==> src/rtl/opb_master_arb.sv <==
// opb_master_arb
//   Two-requester OPB master arbiter. Each requester (M0: UART message parser,
//   M1: host/debug parser) issues one-cycle RE/WE strobes. These are latched
//   into a single-entry pending slot per requester. The arbiter picks one
//   request round-robin and issues it on the OPB bus. It then waits for
//   OPB_XFER_ACK, giving up after TIMEOUT_CYCLES. Completion (ack, read data,
//   error) is returned to the owning requester.
//
// Ports
//   OPB_CLK, OPB_RST           clock, synchronous active-high reset
//   Mx_RE / Mx_WE              requester read / write strobe (both = write)
//   Mx_ADDR / Mx_DO            requester address / write data, valid with strobe
//   Mx_BUSY                    requester has a pending or in-flight request
//   Mx_ACK / Mx_ERR            one-cycle completion pulse / timeout flag
//   Mx_DI                      read data returned to requester
//   OPB_ADDR / OPB_DO          bus address / write data (held until next grant)
//   OPB_RE / OPB_WE            one-cycle bus strobes
//   OPB_DI / OPB_XFER_ACK      slave read data / transfer acknowledge
//   TIMEOUT_CNT                saturating count of timed-out transactions
module opb_master_arb #(
  parameter logic [15:0] TIMEOUT_CYCLES = 16'd1024,
  parameter logic [31:0] TIMEOUT_DATA   = 32'h0000_0000
) (
  input  logic        OPB_CLK,
  input  logic        OPB_RST,
  input  logic        M0_RE,
  input  logic        M0_WE,
  input  logic [31:0] M0_ADDR,
  input  logic [31:0] M0_DO,
  output logic        M0_BUSY,
  output logic        M0_ACK,
  output logic        M0_ERR,
  output logic [31:0] M0_DI,
  input  logic        M1_RE,
  input  logic        M1_WE,
  input  logic [31:0] M1_ADDR,
  input  logic [31:0] M1_DO,
  output logic        M1_BUSY,
  output logic        M1_ACK,
  output logic        M1_ERR,
  output logic [31:0] M1_DI,
  output logic [31:0] OPB_ADDR,
  output logic [31:0] OPB_DO,
  output logic        OPB_RE,
  output logic        OPB_WE,
  input  logic [31:0] OPB_DI,
  input  logic        OPB_XFER_ACK,
  output logic [7:0]  TIMEOUT_CNT
);

  typedef enum logic [1:0] {IDLE, ISSUE, WAIT, RESP} state_t;

  state_t      state, state_n;
  logic        pend0, pend1;
  logic        wr0, wr1;
  logic [31:0] addr0, addr1, do0, do1;
  logic        last_grant;
  logic        grant, grant_n;
  logic        cur_wr;
  logic [15:0] timer;
  logic        grant_now, go_resp, timed_out;
  logic        wr_sel;

  assign M0_BUSY = pend0;
  assign M1_BUSY = pend1;
  assign wr_sel  = grant_n ? wr1 : wr0;

  always_comb begin
    state_n   = state;
    grant_n   = grant;
    grant_now = 1'b0;
    go_resp   = 1'b0;
    timed_out = 1'b0;
    case (state)
      IDLE: begin
        if (pend0 || pend1) begin
          grant_now = 1'b1;
          state_n   = ISSUE;
          if (pend0 && pend1) grant_n = ~last_grant;
          else                grant_n = pend1;
        end
      end
      ISSUE: begin
        if (OPB_XFER_ACK) begin
          state_n = RESP;
          go_resp = 1'b1;
        end else begin
          state_n = WAIT;
        end
      end
      WAIT: begin
        if (OPB_XFER_ACK) begin
          state_n = RESP;
          go_resp = 1'b1;
        end else if (timer == TIMEOUT_CYCLES - 16'd1) begin
          state_n   = RESP;
          go_resp   = 1'b1;
          timed_out = 1'b1;
        end
      end
      RESP:    state_n = IDLE;
      default: state_n = IDLE;
    endcase
  end

  always_ff @(posedge OPB_CLK) begin
    if (OPB_RST) state <= IDLE;
    else         state <= state_n;
  end

  always_ff @(posedge OPB_CLK) begin
    if (OPB_RST) begin
      pend0       <= 1'b0;
      pend1       <= 1'b0;
      wr0         <= 1'b0;
      wr1         <= 1'b0;
      addr0       <= '0;
      addr1       <= '0;
      do0         <= '0;
      do1         <= '0;
      last_grant  <= 1'b1;
      grant       <= 1'b0;
      cur_wr      <= 1'b0;
      timer       <= '0;
      OPB_RE      <= 1'b0;
      OPB_WE      <= 1'b0;
      OPB_ADDR    <= '0;
      OPB_DO      <= '0;
      M0_ACK      <= 1'b0;
      M0_ERR      <= 1'b0;
      M0_DI       <= '0;
      M1_ACK      <= 1'b0;
      M1_ERR      <= 1'b0;
      M1_DI       <= '0;
      TIMEOUT_CNT <= '0;
    end else begin
      // A strobe is only latched into an empty slot; the slot of the requester
      // being acknowledged stays full through RESP, so its strobe is dropped.
      if (!pend0 && (M0_RE || M0_WE)) begin
        pend0 <= 1'b1;
        addr0 <= M0_ADDR;
        do0   <= M0_DO;
        wr0   <= M0_WE;
      end
      if (!pend1 && (M1_RE || M1_WE)) begin
        pend1 <= 1'b1;
        addr1 <= M1_ADDR;
        do1   <= M1_DO;
        wr1   <= M1_WE;
      end
      if (state == RESP) begin
        last_grant <= grant;
        if (grant) pend1 <= 1'b0;
        else       pend0 <= 1'b0;
      end

      grant  <= grant_n;
      OPB_RE <= grant_now && !wr_sel;
      OPB_WE <= grant_now && wr_sel;
      if (grant_now) begin
        OPB_ADDR <= grant_n ? addr1 : addr0;
        OPB_DO   <= grant_n ? do1 : do0;
        cur_wr   <= wr_sel;
      end

      if (state == ISSUE)     timer <= '0;
      else if (state == WAIT) timer <= timer + 16'd1;

      // Completion is registered on the edge entering RESP so ACK/ERR/DI are
      // all visible together during the RESP cycle.
      M0_ACK <= go_resp && !grant;
      M1_ACK <= go_resp && grant;
      M0_ERR <= timed_out && !grant;
      M1_ERR <= timed_out && grant;
      if (go_resp && !cur_wr) begin
        if (grant) M1_DI <= timed_out ? TIMEOUT_DATA : OPB_DI;
        else       M0_DI <= timed_out ? TIMEOUT_DATA : OPB_DI;
      end
      if (timed_out && TIMEOUT_CNT != 8'hFF) TIMEOUT_CNT <= TIMEOUT_CNT + 8'd1;
    end
  end

endmodule

==> config.mk <==
export PLATFORM = sky130hd
export DESIGN_NAME = opb_master_arb
export DESIGN_NICKNAME = d
export VERILOG_FILES = /design/src/rtl/opb_master_arb.sv
export SDC_FILE = /design/constraint.sdc
export NUM_CORES = 1
export LEC_CHECK = 0
export ABC_AREA = 1
export BUFFER_PORTS_ARGS = -buffer_cell sky130_fd_sc_hd__buf_2
export CORE_ASPECT_RATIO = 2
export CORE_MARGIN = 3
export CORE_UTILIZATION = 52
export DETAILED_ROUTE_END_ITERATION = 6
export GPL_TIMING_DRIVEN = 0
export PLACE_DENSITY_LB_ADDON = 0.3
export SYNTH_ARGS = -nofsm -noshare
export SYNTH_HDL_FRONTEND = slang
export SYNTH_SLANG_ARGS = --single-unit
==> constraint.sdc <==
create_clock -name OPB_CLK -period 2.1 [get_ports OPB_CLK]
set_clock_uncertainty 0.2 [all_clocks]
set_input_delay 0.105 -clock OPB_CLK [delete_from_list [all_inputs] [get_ports OPB_CLK]]
set_output_delay 0.105 -clock OPB_CLK [all_outputs]
set_load 0.02 [all_outputs]
==> results of run 1 <==
-- power by group --
| group | switching, uW | total [uW] | internal, uW |
|---|---|---|---|
| registers | 704 | 7370 | 6670 |
| logic | 4400 | 6880 | 2480 |
| clock network | 2070 | 4650 | 2580 |
-- registers in the layout, indices dropped and copies added (netlist names), 2 cells and up --
register     flops
state            2
M0_DI           32
OPB_DO          32
OPB_ADDR        32
do0             32
TIMEOUT_CNT      8
do1             32
addr1           32
addr0           32
timer           16
M1_DI           32
-- cell usage after synthesis (all sizes together) --
cell type,instances,area [um^2]
ha,7,87.6
o22ai,64,400
nand3,18,95.1
nor2,412,1560
clkbuf,63,236
a211oi,1,7.51
nor3,8,40.0
buf,38,240
dfxtp,295,5910
xnor2,1,8.76
o21ai,205,1030
a21oi,89,449
o211ai,1,7.51
xor2,2,17.5
nor4,1,6.26
nand3b,1,7.51
nand2,202,771
nand4,3,48.8
o21bai,10,75.1
o211a,1,10.0
or2,2,12.5
inv,144,541
-- path summary, 6_finish.rpt --
| check | from | end | slack, ns | cells after the start |
|---|---|---|---|---|
| setup / recovery | state[0] | M1_DI[18] | -0.02 | 10 |
| hold / removal | M0_ADDR[11] | addr0[11] | 0.18 | 4 |
| setup reg to reg | state[0] | M1_DI[18] | -0.02 | 10 |
| hold reg to reg | timer[0] | timer[0] | 0.26 | 1 |
-- per-stage QoR --
step	total power (uW)	TNS [ns]
6_report	18900	-0.0256
2_1_floorplan	10900	0
3_5_place_dp	13000	-13.75
3_3_place_gp	12800	-10.06
5_1_grt	19700	-0.837
4_1_cts	17900	-0.00356
-- area by class of cell --
class | instances | area, um^2 | share of cell area
Antenna cell | 2 | 5.00 | 0.000302
Buffer | 100 | 593 | 0.0358
Clock buffer | 37 | 711 | 0.0429
Clock inverter | 5 | 77.6 | 0.00468
Inverter | 144 | 547 | 0.0330
Multi-Input combinational cell | 1029 | 4890 | 0.295
Sequential cell | 295 | 5910 | 0.357
Tap cell | 273 | 342 | 0.0206
Timing Repair Buffer | 504 | 3500 | 0.211
-- cell families after synthesis --
logic type      share of synthesized area
flops                               0.511
buf+inv                            0.0880
simple gates                        0.220
compound gates                      0.171
fa+ha+maj                         0.00758
xor+xnor                          0.00227
-- repair_timing --
item | in CTS | in global routing
hold buffers | 166 | 0
endpoints found under the hold margin | 214 | 0
endpoints found under the setup margin | 122 | 149
pin swaps | 6 | 23
buffers inserted | 9 | 11
cloned | 1 | 8
gates resized for setup | 34 | 116
-- placed cells by master (no fill, tap or decap), types with 7 or more instances in the layout --
master         synthesis  routed
nand2_1              199     174
dlygate4sd3_1          0     166
inv_1                140     137
buf_4                  2      23
clkbuf_16              0      28
clkbuf_1              63      52
buf_2                 24     325
buf_6                  8      15
nor3_1                 8       8
clkbuf_2               0      15
nand2_4                1       9
a21oi_1               88      85
o21ai_0              203     203
o22ai_1               64      60
nor2_1               410     400
o21bai_1              10       9
nand2_2                2      19
dfxtp_1              295     292
nor2_2                 1       8
nand3_1               17      15
clkbuf_4               0       7
-- worst max-delay path, cell delays in order (launching register included) --
cell and delay, ns:
dfxtp_4 0.36, inv_4 0.07, ha_4 0.12, buf_6 0.11, clkinvlp_4 0.15, a21oi_4 0.27, nand4_4 0.13, buf_12 0.18
buf_2 0.17, nor2_1 0.14, nor2_1 0.09
-- layer usage --
metal | part of all wire | vias up | global-route usage
met3 | 0.073 | 258 | 0.0632
met1 | 0.33 | 5968 | 0.329
li1 | - | 6073 | -
met2 | 0.52 | 771 | 0.625
met4 | 0.081 | 0 | 0.213
met5 | 0 | - | 0
==> run summary, run 1 <==
The post-synthesis cell count came out at 1,568. The netlist uses 35 different library cells. The proportion of synthesized chip area in sequential cells came out at 0.511. In this run the worst hold path is classified as in2reg. The highest clock rate is 472 MHz. STA classifies the critical path endpoint as a register. The share of layout cells above drive strength 1 came out at 0.235.

The total routed wirelength is 43.7 mm. The final setup violation count came out at 3. The global routing usage summed across all routing layers came out at 0.333.

The die footprint is 24,200 um^2. Clock-pin slew was measured on the worst setup and hold paths at 0.07 ns. The cell count after placement is 2,151.

The nature of the critical path startpoint is a register. The critical path is of the reg2reg type. The worst hold margin came out at 0.180 ns.

Clock tree synthesis selected as its root buffer the cell clkbuf_16. The initial utilization of the core area, before any placement, comes to 0.533. After detailed routing, the number of remaining DRC violations is 0. The final reports fail on setup timing. The count of maximum capacitance violations came out at 0. For the pin with the worst max-slew slack, the measured transition is 0.552 ns. The final cell count without fillers came out at 2,389. The routability congestion estimate came out at 0.895. The static leakage came out at 0.00802 uW. The overflow left after global routing came out at 0. The ratio of final minimum period to clock period came out at 1.01. The number of I/O pins is 311. The net count of the mapped netlist is 1,742. The number of clock sinks came out at 295. The antenna violation net count after detailed routing came out at 0.

The final-stage net count came out at 2,273. The first-pass GRT wire length came out at 66.1 mm. In this run the mean area of a mapped cell was 7.37 um^2. The total vias in the final route came out at 13,100. The minimum clock period came out at 2.12 ns.

The total cell area at the placement stage is 13,400 um^2. The mean routed wirelength per cell came out at 18.3 um. The power density of the placed cells is 1140 nW/um^2. Setup repair after global routing could not meet its margin everywhere. The maximum fanout along the worst path is 8.

The final setup slack of the worst path came out at -0.0166 ns. The number of buffers added by the clock tree synthesis step came out at 25. The final-report hold violation count came out at 0. The pre-CTS setup slack is -0.285 ns.

Summing all non-filler instances in the final layout gives an area of 16,600 um^2. The wire-length estimate of the detail-placed layout is 26.4 mm. The DRC violation total after the first TritonRoute iteration is 1,034. The post-synthesis register bit count came out at 295. The source-to-sink clock delay at the later pin of the worst-skew pair came out at 0.52 ns.

Input and output buffers added on the ports amount to 310. The endpoint arrival time on the critical path came out at 2.32 ns. The via count of the first global-routing pass came to 13,100. The die span in x came out at 111 um. The total number of yosys warnings came out at 0.

CTS built an H-tree with a depth of 1. The number of placement rows came out at 76. The cell area that synthesis handed to floorplanning was 11,600 um^2. The count of TritonRoute iterations in the first routing pass came out at 6. The per-cell via count in the routed design is 5.47.

The core outline area came out at 21,700 um^2. The filler cell count in the final layout is 1,487. The TritonCTS clock tree is yes. Data on the critical path is required at its endpoint by 2.30 ns. The area growth from synthesis to final layout came out at 43.5%. The maximum VDD drop is 962 uV.

No sink is reached through more buffers than the 3 on the longest clock path. The die span in y came out at 217 um. In this run the tightest slew margin relative to its limit is 0.632.

The flow ran to the end, but the final reports show violations. The number of antenna violations at the first check in global routing is 2. The number of slew-limit violations in the final report is 0. For this run, the share of the core covered by cells in the final layout is 0.765. The largest net degree at the start of global routing came out at 16.
Note: power is estimated with default switching activity, not from simulation.
==> run 2: changes to the inputs <==
--- a/config.mk
+++ b/config.mk
@@ -12,6 +12,7 @@
 export CORE_UTILIZATION = 52
 export DETAILED_ROUTE_END_ITERATION = 6
 export GPL_TIMING_DRIVEN = 0
+export MAX_ROUTING_LAYER = met4
 export PLACE_DENSITY_LB_ADDON = 0.3
 export SYNTH_ARGS = -nofsm -noshare
 export SYNTH_HDL_FRONTEND = slang
==> run summary, run 2 (synthesis gave the netlist of run 1 again) <==
The run finished, with violations left. The checks that failed: setup timing. The total cell area at the placement stage came out at 13,400 um^2 (unchanged).

The finished layout cell area came to 16,600 um^2 (about the same). The total vias in the final route is 13,000 (-0.57%). The power density of the placed cells came out at 1140 nW/um^2 (-0.11%).

The DRC violation total after the first TritonRoute iteration was 1,073 (+3.8%). The total routed wirelength came out at 43.6 mm (-0.32%). The static leakage is 0.00802 uW (about the same). The number of slew-limit violations in the final report came out at 0 (unchanged).

The port buffer count is 310 (unchanged). The minimum clock period is 2.12 ns (+0.00582 ns). The number of placement rows is 76 (unchanged).

The filler cell count in the final layout came out at 1,489 (+0.13%). The deepest level of the CTS H-tree came to 1 (unchanged). Among cell families on the critical path, the largest total delay comes from buffers and inverters.

The final-stage net count was 2,273 (unchanged). The starting density of the core is 0.533 (unchanged). TritonCTS built the clock tree. The antenna violation net count after detailed routing came out at 0 (unchanged). The final setup violation count is 3 (unchanged). The final-report hold violation count is 0 (unchanged). The share of layout cells above drive strength 1 is 0.233 (-0.00189). Clock tree synthesis selected as its root buffer the cell clkbuf_16. The detailed-route wire length on metal 1 is 14.6 mm (+0.93%). The first-pass GRT wire length was 66.0 mm (-0.14%). The count of TritonRoute iterations in the first routing pass came out at 5 (-1). The slowest stage of the critical path is the dfxtp_4 cell. The worst slew margin relative to its limit is 0.633 (about the same). The clock input transition at the sequential cells of the worst setup and hold paths is 0.07 ns (about the same).

The category of the worst setup path capture point is a register. The maximum cell stage delay along the critical path is 0.36 ns (about the same). The required arrival time at the worst endpoint is 2.30 ns (about the same). The final cell count without fillers came out at 2,389 (unchanged). The worst-case clock buffer depth came out at 3 (unchanged).

The per-cell via count in the routed design came to 5.44 (-0.57%). The slew at the pin closest to its max-slew limit is 0.551 ns (-0.000648 ns). The source-to-sink clock delay at the later pin of the worst-skew pair is 0.52 ns (about the same).

The power after layout came out at 18,900 uW (-0.17%). Routed signal wires occupy layers up through met4. The final setup slack of the worst path came to -0.0225 ns (-0.00582 ns).

The core outline area came out at 21,700 um^2 (unchanged). The final design utilization is 0.764 (about the same). Among the stages of the critical path, the cell type that occurs most often is nor2_1. The die span in y is 217 um (unchanged).

The highest clock rate came to 471 MHz (-0.27%). The remaining routing DRC violations came out at 0 (unchanged). The cell count after placement came out at 2,151 (unchanged). The number of clock sinks is 295 (unchanged). The overflow left after global routing is 0 (unchanged). The area used by multi-input combinational logic is 4880 um^2 (-0.18%). The tightest min-delay check is of the in2reg type. The endpoint arrival time on the critical path was 2.32 ns (about the same).

The die span in x is 111 um (unchanged). The area growth from synthesis to final layout is 43.4% (about the same). The die footprint came out at 24,200 um^2 (unchanged). Traced cell by cell, the critical path runs through inv_4 > ha_4 > buf_6 > clkinvlp_4 > a21oi_4 > nand4_4 > buf_12 > buf_2 > nor2_1 > nor2_1.

The amount of wire on met2 after detailed routing is 22.6 mm (+0.31%). The worst setup path is launched from a register. The critical path is of the reg2reg type. The placed wire-length estimate after detailed placement came to 26.4 mm (unchanged). The combined flip-flop and latch cell area is 5910 um^2 (unchanged).

The maximum fanout along the worst path is 8 (unchanged). The library cell used most frequently in the layout, excluding fill and tap cells, is nor2_1. The mean routed wirelength per cell is 18.2 um (-0.32%). The ratio of final minimum period to clock period came out at 1.01 (+0.00277). The worst hold margin came to 0.180 ns (+0.000484 ns). The number of I/O pins is 311 (unchanged).

The buffering stage count on the worst path with inverters included came out at 5 (unchanged). The routability congestion estimate is 0.910 (+1.7%). The maximum VDD drop came out at 960 uV (-0.25%). The detailed-routed wire length on met3 came to 2.89 mm (-9.6%). The largest net degree at the start of global routing was 16 (unchanged). The count of maximum capacitance violations was 0 (unchanged). Setup repair after global routing could not meet its margin everywhere. The via count of the first global-routing pass came to 13,200 (+0.053%).

The number of buffers added by the clock tree synthesis step came out at 25 (unchanged). The global routing usage summed across all routing layers is 0.343 (+0.00955). The top cell types in the final layout, fill and taps aside, are nor2_1 (400), buf_2 (325), dfxtp_1 (292). The number of antenna violations at the first check in global routing is 2 (unchanged).
[run 2: changes by cell type in the layout (fill, tap and decap cells not counted)]
cell | before | now
clkbuf_4 | 7 | 8
clkbuf_2 | 15 | 14
nand2_2 | 19 | 17
o21ai_1 | 0 | 1
nand2_1 | 174 | 176
o21ai_2 | 1 | 0
buf_4 | 23 | 22
clkbuf_1 | 52 | 53
[run 2: path summary, 6_finish.rpt]
| check | slack (ns) | endpoint | cells after the start | startpoint |
|---|---|---|---|---|
| setup / recovery | -0.02 | M1_DI[18] | 10 | state[0] |
| hold / removal | 0.18 | addr0[11] | 4 | M0_ADDR[11] |
| setup reg to reg | -0.02 | M1_DI[18] | 10 | state[0] |
| hold reg to reg | 0.26 | timer[0] | 1 | timer[0] |
[run 2: what timing repair did]
action | in CTS | in global routing
gates resized for setup | 34 | 110
hold endpoints to repair | 214 | 0
hold buffers | 166 | 0
setup endpoints to repair | 122 | 149
pin swaps | 6 | 21
buffers inserted | 9 | 11
gates cloned | 1 | 8
[run 2: worst reg2reg max path, stage by stage (launching register included)]
cell and delay, ns:
dfxtp_4 0.36, inv_4 0.07, ha_4 0.12, buf_6 0.11, clkinvlp_4 0.15, a21oi_4 0.27
nand4_4 0.13, buf_12 0.18, buf_2 0.17, nor2_1 0.15, nor2_1 0.08
[run 2: where the power goes]
| group | leakage, uW | switching (uW) | internal (uW) | total, uW |
|---|---|---|---|---|
| sequential | 0.00243 | 707 | 6670 | 7370 |
| combinational | 0.00521 | 4390 | 2470 | 6860 |
| clock | 0.000383 | 2060 | 2580 | 4630 |
| total | 0.00802 | 7150 | 11700 | 18900 |
[run 2: layout make-up]
cell class                      count  share of cell area
Sequential cell                   295               0.357
Multi-Input combinational cell   1029               0.295
Timing Repair Buffer              504               0.211
Clock buffer                       37              0.0429
Buffer                            100              0.0357
Inverter                          144              0.0330
Tap cell                          273              0.0206
Clock inverter                      5             0.00468
Antenna cell                        2            0.000302
[run 2: per-stage QoR]
stage	TNS (ns)	setup slack [ns]
floorplan	0	0.201
global placement	-10.06	-0.238
detailed placement	-13.75	-0.285
CTS	-0.00356	-0.00356
global route	-0.867	-0.0925
finish	-0.0400	-0.0225
[run 2: metal layers]
| layer | up-vias | global-route usage |
|---|---|---|
| met3 | 256 | 0.0562 |
| met4 | 0 | 0.208 |
| met2 | 708 | 0.627 |
| met5 | - | - |
| met1 | 5954 | 0.334 |
| li1 | 6078 | - |
